`config.mk`:
```
export PLATFORM = sky130hd
export DESIGN_NAME = vga_sync_gen
export DESIGN_NICKNAME = d
export VERILOG_FILES = /design/src/rtl/vga_sync_gen.sv
export SDC_FILE = /design/constraint.sdc
export NUM_CORES = 1
export LEC_CHECK = 0
export BUFFER_PORTS_ARGS = -buffer_cell sky130_fd_sc_hd__buf_2
export CELL_PAD_IN_SITES_DETAIL_PLACEMENT = 0
export CELL_PAD_IN_SITES_GLOBAL_PLACEMENT = 2
export CORE_MARGIN = 10
export CORE_UTILIZATION = 36
export CTS_BUF_LIST = sky130_fd_sc_hd__clkbuf_8
export DETAILED_ROUTE_END_ITERATION = 10
export GPL_TIMING_DRIVEN = 0
export HOLD_SLACK_MARGIN = 0.08
export PLACE_DENSITY_LB_ADDON = 0.1
export RECOVER_POWER = 50
export SETUP_SLACK_MARGIN = 0.02
export SYNTH_ARGS = -nofsm -noshare
export SYNTH_HDL_FRONTEND = slang
export SYNTH_SLANG_ARGS = --single-unit
```
`constraint.sdc`:
```
create_clock -name clk -period 1.9 [get_ports clk]
set_input_delay 0.095 -clock clk [delete_from_list [all_inputs] [get_ports clk]]
set_output_delay 0.095 -clock clk [all_outputs]
set_load 0.05 [all_outputs]
```
`src/rtl/vga_sync_gen.sv`:
```
// VGA raster timing generator: pixel-enable driven h/v counters with registered
// sync, display-enable and coordinate outputs lagging the counters by one pixel.
module vga_sync_gen #(
    parameter int unsigned H_VISIBLE = 640,
    parameter int unsigned H_FP      = 16,
    parameter int unsigned H_SYNC    = 96,
    parameter int unsigned H_BP      = 48,
    parameter int unsigned V_VISIBLE = 480,
    parameter int unsigned V_FP      = 10,
    parameter int unsigned V_SYNC    = 2,
    parameter int unsigned V_BP      = 33,
    parameter bit          HS_POL    = 1'b0,
    parameter bit          VS_POL    = 1'b0,
    parameter int unsigned CNT_W     = 10
) (
    input  logic             clk,
    input  logic             rst,
    input  logic             ce,
    output logic             hsync,
    output logic             vsync,
    output logic             de,
    output logic [CNT_W-1:0] px_x,
    output logic [CNT_W-1:0] px_y,
    output logic             frame_start
);

    localparam int unsigned H_TOTAL    = H_VISIBLE + H_FP + H_SYNC + H_BP;
    localparam int unsigned V_TOTAL    = V_VISIBLE + V_FP + V_SYNC + V_BP;
    localparam int unsigned H_SYNC_BEG = H_VISIBLE + H_FP;
    localparam int unsigned H_SYNC_END = H_VISIBLE + H_FP + H_SYNC;
    localparam int unsigned V_SYNC_BEG = V_VISIBLE + V_FP;
    localparam int unsigned V_SYNC_END = V_VISIBLE + V_FP + V_SYNC;

    logic [CNT_W-1:0] h_cnt;
    logic [CNT_W-1:0] v_cnt;
    logic [CNT_W-1:0] h_nxt;
    logic [CNT_W-1:0] v_nxt;
    logic             h_wrap;
    logic             de_c;
    logic             hs_act_c;
    logic             vs_act_c;
    logic             origin_c;

    // Counter advance and decode of the current (pre-increment) position
    always_comb begin
        h_wrap   = (32'(h_cnt) == H_TOTAL - 1);
        h_nxt    = h_wrap ? '0 : h_cnt + CNT_W'(1);
        v_nxt    = v_cnt;
        if (h_wrap) begin
            v_nxt = (32'(v_cnt) == V_TOTAL - 1) ? '0 : v_cnt + CNT_W'(1);
        end
        de_c     = (32'(h_cnt) < H_VISIBLE) && (32'(v_cnt) < V_VISIBLE);
        hs_act_c = (32'(h_cnt) >= H_SYNC_BEG) && (32'(h_cnt) < H_SYNC_END);
        vs_act_c = (32'(v_cnt) >= V_SYNC_BEG) && (32'(v_cnt) < V_SYNC_END);
        origin_c = (h_cnt == '0) && (v_cnt == '0);
    end

    always_ff @(posedge clk) begin
        if (rst) begin
            h_cnt <= '0;
            v_cnt <= '0;
        end else if (ce) begin
            h_cnt <= h_nxt;
            v_cnt <= v_nxt;
        end
    end

    // Outputs register the decode on the same ce edge the counters advance
    always_ff @(posedge clk) begin
        if (rst) begin
            hsync       <= ~HS_POL;
            vsync       <= ~VS_POL;
            de          <= 1'b0;
            px_x        <= '0;
            px_y        <= '0;
            frame_start <= 1'b0;
        end else begin
            frame_start <= ce && origin_c;
            if (ce) begin
                hsync <= hs_act_c ? HS_POL : ~HS_POL;
                vsync <= vs_act_c ? VS_POL : ~VS_POL;
                de    <= de_c;
                px_x  <= de_c ? h_cnt : '0;
                px_y  <= de_c ? v_cnt : '0;
            end
        end
    end

endmodule
```
Word-level counts from Yosys, hierarchy flattened
Index checks and enable logic that the tools add are counted.
- register bits: 44
- bits in latches: 0
- memory bits (writable): 0
- memory bits (read-only): 0
- bits of input ports: 3
- output and inout port bits: 24
- memories: 0
- add/subtract/negate cells: 2
- multipliers: 0
- div/mod/pow operators: 0
- $lt $le $gt $ge: 6
- equality and inequality tests: 2
- shifts and indexed selects: 0
- muxes and demuxes: 6
- bitwise operators: 0
- reduce and logical (&&, ||, !) cells: 8
- operators with widths (kind ; number):
    $mux 10 ; 4
    $add 10x1->10 const B ; 2
    $eq 10x10->1 const B ; 2
    $logic_not 10->1 ; 2
    $lt 10x10->1 const B ; 2
    $lt 10x9->1 const B ; 2
    $ge 10x10->1 const B ; 1
    $ge 10x9->1 const B ; 1
    $logic_and 1x1->1 ; 5
    $mux 1 ; 2
    $reduce_and 2->1 ; 1

Logic depth before layout (Yosys ltp)
- depth in word-level cells: 3
- mapped depth: 6

Worst setup path after synthesis
No wires, ideal clock.
- kind: register to register
- start: reg v_cnt[0]
- end: reg v_cnt[2]
- setup time: 0.132 ns
- data arrival time: 1.532 ns
- path slack: 0.236 ns
- cell stages (with the launch flop): 6
- buffers on the path: 0
- cells stage by stage: dfxtp_1 -> inv_1 -> ha_1 -> or4b_1 -> o41ai_4 -> nor2_1
- cells in the longest elaborated chain, start to end: 2
- ends and longest elaborated chain (item ; RTL line ; text):
    start, declared ; 35 ; logic [CNT_W-1:0] v_cnt;
    start signal, assigned ; 64 ; v_cnt <= v_nxt;
    $add 10x1->10 or $eq 10x10->1 (tied branches) ; 50 ; v_nxt = (32'(v_cnt) == V_TOTAL - 1) ? '0 : v_cnt + CNT_W'(1);
    $mux 10 * ; 50 ;
Mark *: on every way between the ends. The rest lies on a longest branch, timed or not.
A chain may end at the register's enable or synchronous reset.

Worst setup path in the final report
- start: reg v_cnt[1]
- end: reg v_cnt[2]
Same word-level chain as after synthesis.

==> metrics.md <==
| Metric | Value |
|---|---|
| Status | `complete, no violations` |
| Worst Setup SP | `v_cnt[1]` |
| Post-route antenna net violation count | `0` |
| Met3 Usage GRT | `4.28%` |
| Core area | `0.00482 sq mm` |
| Fin util | `approximately 44%` |
| Non-filler cells, final | `288` |
| DP Cell Count | `279` |
| Port bufs | `26` |
| Mapped Cells | `between 150 and 200` |
| Layout area overhead | `16.0%` |
| Setup crit end | `v_cnt[2]` |
| Fin crit period | `1.76 ns` |
| GRT Total Usage | `roughly 11%` |
| Global-route wire length before repair | `between 7000 and 8000 um` |
| Top-count cell post-synth | `dfxtp_1` |
| Vias in the first global route | `approximately 1.5k` |
| Site Rows | `25` |
| Post-DP HPWL | `3250 um` |
| CP max stage delay | `0.50 ns` |
| Pwr Total | `between 0.0015 and 0.002 W` |
| DRC | `0` |
| Initial antenna violation count | `0` |
| R2R depth | `6` |
| Primary FF master, synth | `dfxtp_1` |
| Worst Max-Slew Pin Slew | `around 0.61 ns` |
| Yosys warns | `0` |
| First-pass DRT Iterations | `4` |
| Synth cell count leaders | `dfxtp_1, a22o_1, nor2_1` |
| Largest cells by area after synthesis | `dfxtp_1, a22o_1, xor2_1` |
| Crit path required time | `between 2 and 2.5 ns` |
| WL per Instance | `around 15 um` |
| Worst r2r src | `v_cnt[1]` |
| Final Skew | `0.00388 ns` |
| Critical path type | `reg2reg` |
| GPL Wtd Cong | `0.832` |
| Synthesized area | `0.00182 sq mm` |
| GRT met1 Usage | `12.0%` |
| Syn Area/Cell | `9.80 sq um` |
| Via count | `1458` |
| Crit path max fanout | `7` |
| Slew headroom | `59.5%` |
| Antenna diodes | `0` |
| Yosys top cell area share | `between 40% and 50%` |
| Leakage | `0.792 nW` |
| Max Cap Viol | `0` |
| DR iter-0 viols | `68` |
| Slowest cell on crit path | `or4b_4` |
| CP endpoint kind | `flop` |
| Fill count | `528` |
| Initial Util | `37.8%` |
| Hold/Removal Path Class | `in2reg` |
| Num Clock Sinks | `44` |
| Die height | `91.2 um` |
| Syn Nets | `193` |
| CTS tree | `yes` |
| Max Clk Rate | `roughly 0.57 GHz` |
| Register area share after synthesis | `48.3%` |
| RSZ-0062 raised after global routing | `no` |
| Tcrit/Tclk final | `~93%` |
| IO Count | `27` |
| Met2 usage | `19.6%` |
| Reg-to-reg slack, setup | `0.14 ns` |
| CTS Hold Bufs | `0` |
| Skew-Pair Late Insertion Delay | `0.30 ns` |
| Max-slew violations | `0` |
| Startpoint type of the worst setup path | `flop` |
| CTS root buf | `clkbuf_8` |
| Asr flop ratio synth | `0%` |
| Largest net degree at the start of global routing | `13` |
| H-tree Lvls | `2` |
| Final #Nets | `228` |
| Post-synth EDFFs | `0` |
| Drt total wl | `between 4000 and 5000 um` |
| WHS | `~0.28 ns` |
| Grt ovf | `0` |
| Area of the die | `0.00831 sq mm` |
| Chip Width | `between 90 and 100 um` |
| R2r endpoint | `v_cnt[2]` |
| Share of cells above drive strength 1 | `a little under a tenth` |
| Most Crowded Layer GR | `met2` |
| Reg clk slew, reported paths | `0.08 ns` |
| Final Hold Viols | `0` |
| Largest area contributor in the netlist | `dfxtp_1` |
| Total CTS buffers | `5` |
| Crit path arrival time | `approximately 2 ns` |
| Worst path cell trace | `inv_1 -> ha_1 -> or4b_4 -> o41ai_4 -> buf_4 -> nor2_1` |
| Peak supply drop | `0.306 mV` |
| Via-per-instance ratio | `5.06` |
| Synth cell types | `38` |
| Flops & latches, synth | `44` |
| Clk buf depth | `2` |
| Pwr Density | `741 mW/mm^2` |
| Endpoints failing setup | `0` |
## metrics by stage
stage	setup TNS (ns)	area [sq um]	setup slack [ns]
after global placement	-0.117	2040	-0.0257
after floorplan	0	1820	0.236
after global routing	0	2110	0.0169
after detailed placement	-0.309	2040	-0.0591
final	0	2110	0.139
after CTS	0	2120	0.0427
## flip-flops by register name, indices dropped and copies added, names as in the netlist
| register | flops |
|---|---|
| de | 1 |
| v_cnt | 10 |
| vsync | 1 |
| frame_start | 1 |
| px_x | 10 |
| h_cnt | 10 |
| px_y | 10 |
| hsync | 1 |
## power by group
part	switching, W	leakage, nW	internal (W)
Combinational	0.0000560	0.390	0.0000201
Clock	0.000310	0.0452	0.000245
Sequential	0.00000615	0.356	0.000930
Total	0.000372	0.792	0.00119
## area by class of cell
type,instances,area [sq um],area share (%)
Sequential cell,44,883,41.8
Multi-Input combinational cell,125,876,41.4
Timing Repair Buffer,28,115,5.44
Tap cell,67,83.8,3.96
Clock buffer,5,68.8,3.25
Buffer,11,56.3,2.66
Inverter,6,22.5,1.07
Clock inverter,2,8.76,0.414
## repair_timing
item	CTS	global route
pin swaps	1	0
hold endpoints to repair	0	0
setup buffers	1	1
gates resized for setup	0	7
cloned	0	0
setup endpoints to repair	7	10
## cells by family after synthesis
kind of cell | after synthesis | share of synthesized area [%]
mux | 1 | 0.549
flops | 44 | 48.3
fa+ha+maj | 4 | 2.75
buf+inv | 17 | 4.26
xor+xnor | 12 | 5.77
simple gates | 73 | 22.8
compound gates | 35 | 15.6
## placed cells by master, fill, tap and decap left out, types with 6 or more instances in the layout
| cell | netlist | final |
|---|---|---|
| dfxtp_1 | 44 | 42 |
| nand2_1 | 8 | 8 |
| inv_1 | 6 | 7 |
| xor2_1 | 11 | 11 |
| nand3_1 | 7 | 7 |
| nor2_1 | 16 | 15 |
| a21oi_1 | 6 | 6 |
| clkbuf_1 | 7 | 33 |
| nand4_1 | 9 | 9 |
| a22o_1 | 19 | 19 |
## worst min path at each step
stage               depth (start not counted)  from  endpoint
floorplan                                   2   rst  h_cnt[2]
global placement                            1    de        de
detailed placement                          1    de        de
CTS                                         4   rst     hsync
global route                                4    ce  h_cnt[1]
finish                                      4   rst     hsync
## critical path: cells and delay by family, from the launching register on
family,cells,cell delay [ns]
adder cells (fa/ha/maj),1,0.15
AO/OA/AOI/OAI,1,0.29
flip-flops,1,0.37
buffers and inverters,2,0.29
AND/OR/NAND/NOR,2,0.55
## per-layer routing
| metal | wire length [um] | share of wire, % |
|---|---|---|
| met5 | 0 | 0 |
| met1 | 2020 | 46 |
| met4 | 48 | 1.1 |
| met3 | 164 | 3.7 |
| met2 | 2180 | 49 |
(Power assumes the default switching activity.)
